===== config.mk =====
export PLATFORM = sky130hd
export DESIGN_NAME = hazard_scoreboard_flat
export DESIGN_NICKNAME = d
export VERILOG_FILES = /design/src/rtl/hazard_scoreboard_pkg.sv /design/src/rtl/hazard_scoreboard_if.sv /design/src/rtl/hazard_scoreboard_entry.sv /design/src/rtl/hazard_scoreboard.sv /design/src/flat_wrapper.sv
export SDC_FILE = /design/constraint.sdc
export NUM_CORES = 1
export LEC_CHECK = 0
export CAP_MARGIN = 10
export CORE_ASPECT_RATIO = 1.4
export CORE_MARGIN = 2
export CORE_UTILIZATION = 30
export CTS_CLUSTER_DIAMETER = 100
export CTS_CLUSTER_SIZE = 14
export DETAILED_ROUTE_END_ITERATION = 10
export HOLD_SLACK_MARGIN = 0.06
export PLACE_DENSITY = 0.6
export SYNTH_ARGS = -nofsm -noshare
export SYNTH_HDL_FRONTEND = slang
export SYNTH_HIERARCHICAL = 1
export SYNTH_SLANG_ARGS = --single-unit

===== constraint.sdc =====
create_clock -name clock -period 5.25 [get_ports clock]
set_input_delay 1.05 -clock clock [delete_from_list [all_inputs] [get_ports clock]]
set_output_delay 1.05 -clock clock [all_outputs]
set_load 0.01 [all_outputs]

===== src/rtl/hazard_scoreboard_pkg.sv =====
// Shared types and constants for the multicycle hazard scoreboard.
package hazard_scoreboard_pkg;

  localparam int unsigned REG_W      = 5;
  localparam int unsigned NREGS      = 1 << REG_W;
  localparam int unsigned EXC_REG    = 30;
  // Widest packed latency vector the helper below accepts.
  localparam int unsigned LATS_MAX_W = 256;

  typedef enum logic [1:0] {
    ST_IDLE,
    ST_RUN,
    ST_DONE
  } entry_state_e;

  // Latency of unit idx: field idx (LSB-first) of a packed array of w-bit fields.
  function automatic int unsigned lat_field(input logic [LATS_MAX_W-1:0] lats,
                                            input int unsigned           idx,
                                            input int unsigned           w);
    return 32'(lats >> (idx * w)) & ((32'd1 << w) - 32'd1);
  endfunction

endpackage


===== src/rtl/hazard_scoreboard_if.sv =====
// Issue / completion handshake between the X stage, the scoreboard and the regfile write port.
interface hazard_scoreboard_if
  import hazard_scoreboard_pkg::*;
#(
  parameter int unsigned N_UNITS = 2
);
  localparam int unsigned UNIT_W = (N_UNITS > 1) ? $clog2(N_UNITS) : 1;

  logic              issue_valid;
  logic [UNIT_W-1:0] issue_unit;
  logic [REG_W-1:0]  issue_rd;
  logic [N_UNITS-1:0] issue_ready;
  logic              complete_valid;
  logic [UNIT_W-1:0] complete_unit;
  logic [REG_W-1:0]  complete_rd;
  logic              wb_ack;

  modport master (
    output issue_valid, issue_unit, issue_rd, wb_ack,
    input  issue_ready, complete_valid, complete_unit, complete_rd
  );

  modport slave (
    input  issue_valid, issue_unit, issue_rd, wb_ack,
    output issue_ready, complete_valid, complete_unit, complete_rd
  );
endinterface


===== src/rtl/hazard_scoreboard_entry.sv =====
// One in-flight slot: IDLE -> RUN (countdown) -> DONE -> IDLE on ack.
module scoreboard_entry
  import hazard_scoreboard_pkg::*;
#(
  parameter int unsigned LAT_W = 6,
  parameter int unsigned LAT   = 2
) (
  input  logic             clock,
  input  logic             reset_n,
  input  logic             issue_i,
  input  logic [REG_W-1:0] issue_rd_i,
  input  logic             ack_i,
  output entry_state_e     state_o,
  output logic [REG_W-1:0] rd_o
);

  localparam logic [LAT_W-1:0] CNT_LOAD = LAT_W'(LAT - 1);

  entry_state_e     state_q;
  logic [REG_W-1:0] rd_q;
  logic [LAT_W-1:0] cnt_q;

  // Entry FSM; the countdown reaching 1 marks the last RUN cycle.
  always_ff @(posedge clock or negedge reset_n) begin
    if (!reset_n) begin
      state_q <= ST_IDLE;
      rd_q    <= '0;
      cnt_q   <= '0;
    end else begin
      case (state_q)
        ST_IDLE: begin
          if (issue_i) begin
            state_q <= ST_RUN;
            rd_q    <= issue_rd_i;
            cnt_q   <= CNT_LOAD;
          end
        end
        ST_RUN: begin
          cnt_q <= cnt_q - 1'b1;
          if (cnt_q == LAT_W'(1)) state_q <= ST_DONE;
        end
        ST_DONE: begin
          if (ack_i) begin
            state_q <= ST_IDLE;
            rd_q    <= '0;
          end
        end
        default: state_q <= ST_IDLE;
      endcase
    end
  end

  assign state_o = state_q;
  assign rd_o    = rd_q;

endmodule


===== src/rtl/hazard_scoreboard.sv =====
// Multicycle-unit scoreboard: per-unit entries, writeback arbitration, D-stage hazard detection.
module hazard_scoreboard
  import hazard_scoreboard_pkg::*;
#(
  parameter int unsigned           N_UNITS   = 2,
  parameter int unsigned           LAT_W     = 6,
  parameter logic [N_UNITS*LAT_W-1:0] UNIT_LATS = {6'd32, 6'd16},
  parameter int unsigned           CNT_W     = 32
) (
  input  logic                clock,
  input  logic                reset_n,
  hazard_scoreboard_if.slave  bus,
  input  logic [REG_W-1:0]    d_rs1,
  input  logic [REG_W-1:0]    d_rs2,
  input  logic [REG_W-1:0]    d_rd,
  input  logic                d_is_bex,
  input  logic                x_is_load,
  input  logic [REG_W-1:0]    x_rd,
  output logic                stall_fd,
  output logic                nop_dx,
  output logic [NREGS-1:0]    busy_mask,
  output logic                exc_pending,
  output logic [CNT_W-1:0]    stall_count
);

  localparam int unsigned UNIT_W = (N_UNITS > 1) ? $clog2(N_UNITS) : 1;

  entry_state_e      ent_state [N_UNITS];
  logic [REG_W-1:0]  ent_rd    [N_UNITS];
  logic              issue_fire;
  logic              ack_fire;
  logic              gnt_valid;
  logic [UNIT_W-1:0] gnt_idx;
  logic [CNT_W-1:0]  stall_cnt_q;

  assign issue_fire = bus.issue_valid && bus.issue_ready[bus.issue_unit];
  assign ack_fire   = bus.wb_ack && gnt_valid;

  for (genvar g = 0; g < N_UNITS; g++) begin : g_entry
    scoreboard_entry #(
      .LAT_W (LAT_W),
      .LAT   (lat_field(LATS_MAX_W'(UNIT_LATS), g, LAT_W))
    ) u_entry (
      .clock      (clock),
      .reset_n    (reset_n),
      .issue_i    (issue_fire && (bus.issue_unit == UNIT_W'(g))),
      .issue_rd_i (bus.issue_rd),
      .ack_i      (ack_fire && (gnt_idx == UNIT_W'(g))),
      .state_o    (ent_state[g]),
      .rd_o       (ent_rd[g])
    );
  end

  // Ready flags, busy register set and EXC_REG pending flag from entry state.
  always_comb begin
    bus.issue_ready = '0;
    busy_mask       = '0;
    exc_pending     = 1'b0;
    for (int unsigned i = 0; i < N_UNITS; i++) begin
      if (ent_state[i] == ST_IDLE) begin
        bus.issue_ready[i] = 1'b1;
      end else begin
        if (ent_rd[i] != '0) busy_mask[ent_rd[i]] = 1'b1;
        if (ent_rd[i] == REG_W'(EXC_REG)) exc_pending = 1'b1;
      end
    end
  end

  // Fixed-priority writeback grant: scanning downward leaves the lowest DONE index.
  always_comb begin
    gnt_valid = 1'b0;
    gnt_idx   = '0;
    for (int unsigned i = N_UNITS; i > 0; i--) begin
      if (ent_state[i-1] == ST_DONE) begin
        gnt_valid = 1'b1;
        gnt_idx   = UNIT_W'(i - 1);
      end
    end
  end

  assign bus.complete_valid = gnt_valid;
  assign bus.complete_unit  = gnt_idx;
  assign bus.complete_rd    = gnt_valid ? ent_rd[gnt_idx] : '0;

  // RAW / WAW / load-use / bex hazards; an entry being acked still counts as busy.
  always_comb begin
    logic raw, waw, load_use, bex;
    raw      = ((d_rs1 != '0) && busy_mask[d_rs1]) || ((d_rs2 != '0) && busy_mask[d_rs2]);
    waw      = (d_rd != '0) && busy_mask[d_rd];
    load_use = x_is_load && (x_rd != '0) && ((x_rd == d_rs1) || (x_rd == d_rs2));
    bex      = d_is_bex && exc_pending;
    stall_fd = raw || waw || load_use || bex;
    nop_dx   = stall_fd;
  end

  // Saturating count of stalled cycles.
  always_ff @(posedge clock or negedge reset_n) begin
    if (!reset_n) begin
      stall_cnt_q <= '0;
    end else if (stall_fd && (stall_cnt_q != '1)) begin
      stall_cnt_q <= stall_cnt_q + 1'b1;
    end
  end

  assign stall_count = stall_cnt_q;

endmodule


===== src/flat_wrapper.sv =====
// flat-port wrapper written by rule: the top's interface ports become plain ports
module hazard_scoreboard_flat import hazard_scoreboard_pkg::*;
#(
  parameter int unsigned           N_UNITS   = 2,
  parameter int unsigned           LAT_W     = 6,
  parameter logic [N_UNITS*LAT_W-1:0] UNIT_LATS = {6'd32, 6'd16},
  parameter int unsigned           CNT_W     = 32
)
  (clock, reset_n, d_rs1, d_rs2, d_rd, d_is_bex, x_is_load, x_rd, stall_fd, nop_dx, busy_mask, exc_pending, stall_count, bus_issue_valid, bus_issue_unit, bus_issue_rd, bus_wb_ack, bus_issue_ready, bus_complete_valid, bus_complete_unit, bus_complete_rd);
  hazard_scoreboard_if #(.N_UNITS(N_UNITS)) bus_i ();
  input  logic clock;
  input  logic reset_n;
  input  logic [REG_W-1:0] d_rs1;
  input  logic [REG_W-1:0] d_rs2;
  input  logic [REG_W-1:0] d_rd;
  input  logic d_is_bex;
  input  logic x_is_load;
  input  logic [REG_W-1:0] x_rd;
  output logic stall_fd;
  output logic nop_dx;
  output logic [NREGS-1:0] busy_mask;
  output logic exc_pending;
  output logic [CNT_W-1:0] stall_count;
  input wire logic [$bits(bus_i.issue_valid)-1:0] bus_issue_valid;
  input wire logic [$bits(bus_i.issue_unit)-1:0] bus_issue_unit;
  input wire logic [$bits(bus_i.issue_rd)-1:0] bus_issue_rd;
  input wire logic [$bits(bus_i.wb_ack)-1:0] bus_wb_ack;
  output wire logic [$bits(bus_i.issue_ready)-1:0] bus_issue_ready;
  output wire logic [$bits(bus_i.complete_valid)-1:0] bus_complete_valid;
  output wire logic [$bits(bus_i.complete_unit)-1:0] bus_complete_unit;
  output wire logic [$bits(bus_i.complete_rd)-1:0] bus_complete_rd;
  assign bus_i.issue_valid = bus_issue_valid;
  assign bus_i.issue_unit = bus_issue_unit;
  assign bus_i.issue_rd = bus_issue_rd;
  assign bus_i.wb_ack = bus_wb_ack;
  assign bus_issue_ready = bus_i.issue_ready;
  assign bus_complete_valid = bus_i.complete_valid;
  assign bus_complete_unit = bus_i.complete_unit;
  assign bus_complete_rd = bus_i.complete_rd;
  hazard_scoreboard #(.N_UNITS(N_UNITS), .LAT_W(LAT_W), .UNIT_LATS(UNIT_LATS), .CNT_W(CNT_W)) u_core (.clock(clock), .reset_n(reset_n), .bus(bus_i), .d_rs1(d_rs1), .d_rs2(d_rs2), .d_rd(d_rd), .d_is_bex(d_is_bex), .x_is_load(x_is_load), .x_rd(x_rd), .stall_fd(stall_fd), .nop_dx(nop_dx), .busy_mask(busy_mask), .exc_pending(exc_pending), .stall_count(stall_count));
endmodule

==> out/metrics.yaml <==
cts_setup_buffers: 0
tns_ns: 0
worst_slew_pin_slew_ns: 1.157
vias: 4509
synthFlopType: "dfrtp_1"
drt-wirelength-per-cell_um: 19.34
grt_pass1_vias: 4655
cts_buffers: 9
max_clock_freq_mhz: 196.5
slowest_delay_ns: 0.64
synth-edff-count: 0
grt_overflow: 0
power_density_nw_per_um2: 306.8
cp.required_ns: 4.20
gp_congestion: 0.9462
coreArea_um2: 15050
drtIter0Drc: 312
synth_area_um2: 4622
post_cts_resized: 0
cts_tree: "yes"
cts.sinks: 58
port_buffers: 106
final.setup_skew_ns: 0.005854
diodes: 0
dpl.hpwl_um: 11940
grt_pass1_wl_um: 24100
wirelength_um: 15510
hold_viol_final: 0
route.antenna.remaining_nets: 0
dieArea_um2: 16430
yosysSeqAreaShare_pct: 31.40
rsz0062_at_grt: "false"
crit_arrival_ns: 4.04
syn_inst: 507
syn_area_per_cell_um2: 9.116
cts_max_level: 3
drive_gt1_share_pct: 11.31
fin_crit_sh_pct: 96.94
synthesis.nets: 544
layout.nets: 643
rows: 53
die_y_um: 150.9
setup_viol: 0
async_flop_share_pct: 100.0
critPathLaunchType: "flip-flop"
worst-setup-path-type: "reg2out"
hold_buffers: 0
grt_max_degree: 59
nFillCells: 1513
clock_latency_ns: 0.33
synth_cell_types: 74
yosys.area.top_type: "dfrtp_1"
synthToLayoutAreaGrowth_pct: 33.11
drc: 0
crit_family: "compound AO/OA/AOI/OAI gates"
p_leak_nw: 2.364
start_util_pct: 30.70
antenna_found_initial: 0
dr.pass1.iters: 4
synth.area.top_cells: "dfrtp_1, xnor2_1, mux2_2"
vdd_ir_drop_max_v: 0.0002537
cts.clk_slew.worst_paths_ns: 0.05
path_buf_inv: 1
cp_max_fo: 16
die_w_um: 108.9
hold_class: "reg2reg"
slew_headroom_pct: 21.76
min_period_ns: 5.090
drv_slew: 0
ios: 108
synth_top_cells_by_count: "dfrtp_1, xnor2_1, nand3_1"
synth.top_cell.area_share_pct: 31.40
final_util_pct: 40.87
cts-root-buf: "clkbuf_16"
ys_seq_elements: 58
synth.most_common_cell: "dfrtp_1"
crit_chain: "nor2_1 > or3b_1 > o22ai_1 > mux2_2 > o32ai_1 > o31ai_1 > a311oi_2 > nand4_2 > clkdlybuf4s50_1"
yosys_warnings: 6
cp_slowest_cell: "dfrtp_1"
clock_path_buffers: 2
groute.usage.overall_pct: 18.98
status: "completed"
maxCapViolCount: 0
end_kind: "output port"
via_per_inst: 5.622
==> layer usage <==
layer / routed length [um] / global-route usage, % / vias to the layer above
li1: - / - / 2117
met1: 6081 / 20.98 / 2169
met2: 7674 / 32.86 / 182
met3: 1008 / 4.346 / 41
met4: 746 / 11.09 / 0
met5: 0 / 0 / -
==> per-stage QoR <==
step	setup slack, ns	std cells	hold WS (ns)	cell area (um2)	power, W
after floorplan	1.234	507	0.4862	4622	0.001061
after global placement	0.3182	787	0.4748	5866	0.001304
after detailed placement	0.2956	787	0.4795	5866	0.001325
after CTS	0.1708	802	0.4904	6152	0.001901
after global routing	0.03863	802	0.5123	6152	0.002008
final	0.1605	802	0.4914	6152	0.001887
==> cells in the final DEF (no fill, tap or decap), types with 16 or more instances in the layout <==
cell type and instances:
clkdlybuf4s50_1 105, dfrtp_1 58, xnor2_1 34, nand3_1 32
o22ai_1 28, nor2_1 22, a21oi_1 21, nand2_1 19
and3_1 18, inv_1 16, mux2_2 16
==> power by group <==
part / internal (W) / switching, W
clock network: 0.000375 / 0.000189
registers: 0.000535 / 0.000118
logic: 0.000318 / 0.000352
total: 0.00123 / 0.000659
==> cell families (layout without fill, tap and decap cells) <==
logic type,after synthesis,count (layout),synth area share (%)
AND/OR/NAND/NOR,197,197,25.15
AO/OA/AOI/OAI,120,120,19.25
flip-flops,58,58,31.40
buffers and inverters,49,152,4.792
XOR/XNOR,40,40,7.580
multiplexers,37,37,10.40
adder cells (fa/ha/maj),5,5,1.354
other,1,1,0.08113
==> area by class of cell <==
| class | instances | area [um2] | share of cell area [%] |
|---|---|---|---|
| Inverter | 17 | 63.81 | 1.037 |
| Clock inverter | 3 | 40.04 | 0.6508 |
| Tap cell | 192 | 240.2 | 3.905 |
| Timing Repair Buffer | 120 | 1161 | 18.87 |
| Clock buffer | 12 | 246.5 | 4.007 |
| Sequential cell | 58 | 1451 | 23.59 |
| Multi-Input combinational cell | 400 | 2949 | 47.94 |
==> path summary, 6_finish.rpt <==
| check | endpoint | slack [ns] | startpoint | cells after the start |
|---|---|---|---|---|
| worst max-delay path | nop_dx | 0.16 | u_core/g_entry[1].u_entry/state_o[1] | 9 |
| worst min-delay path | u_core/stall_count[12] | 0.49 | u_core/stall_count[12] | 1 |
| worst max register to register | u_core/stall_count[1] | 1.33 | u_core/g_entry[1].u_entry/state_o[1] | 11 |
| worst min register to register | u_core/stall_count[12] | 0.49 | u_core/stall_count[12] | 1 |
| max in group asynchronous | u_core/g_entry[0].u_entry/cnt_q[3] | 3.88 | reset_n | 2 |
| min in group asynchronous | u_core/stall_count[11] | 0.88 | reset_n | 2 |
==> registers in the layout (all words and copies together), names as in the netlist <==
signal,flops
u_core/g_entry.u_entry/rd_o,10
u_core/stall_count,32
u_core/g_entry.u_entry/cnt_q,12
u_core/g_entry.u_entry/state_o,4
==> worst reg2reg max path, cell delays in order, from the launching register on <==
cell      delay [ns]
dfrtp_1         0.64
nor2_1          0.19
or3b_1          0.58
o22ai_1         0.59
mux2_2          0.29
o32ai_1         0.07
o31ai_1         0.43
a311oi_2        0.10
nand4_2         0.23
buf_4           0.25
nand2_1         0.11
mux2_1          0.33
Power figures use the tool's default switching activity.
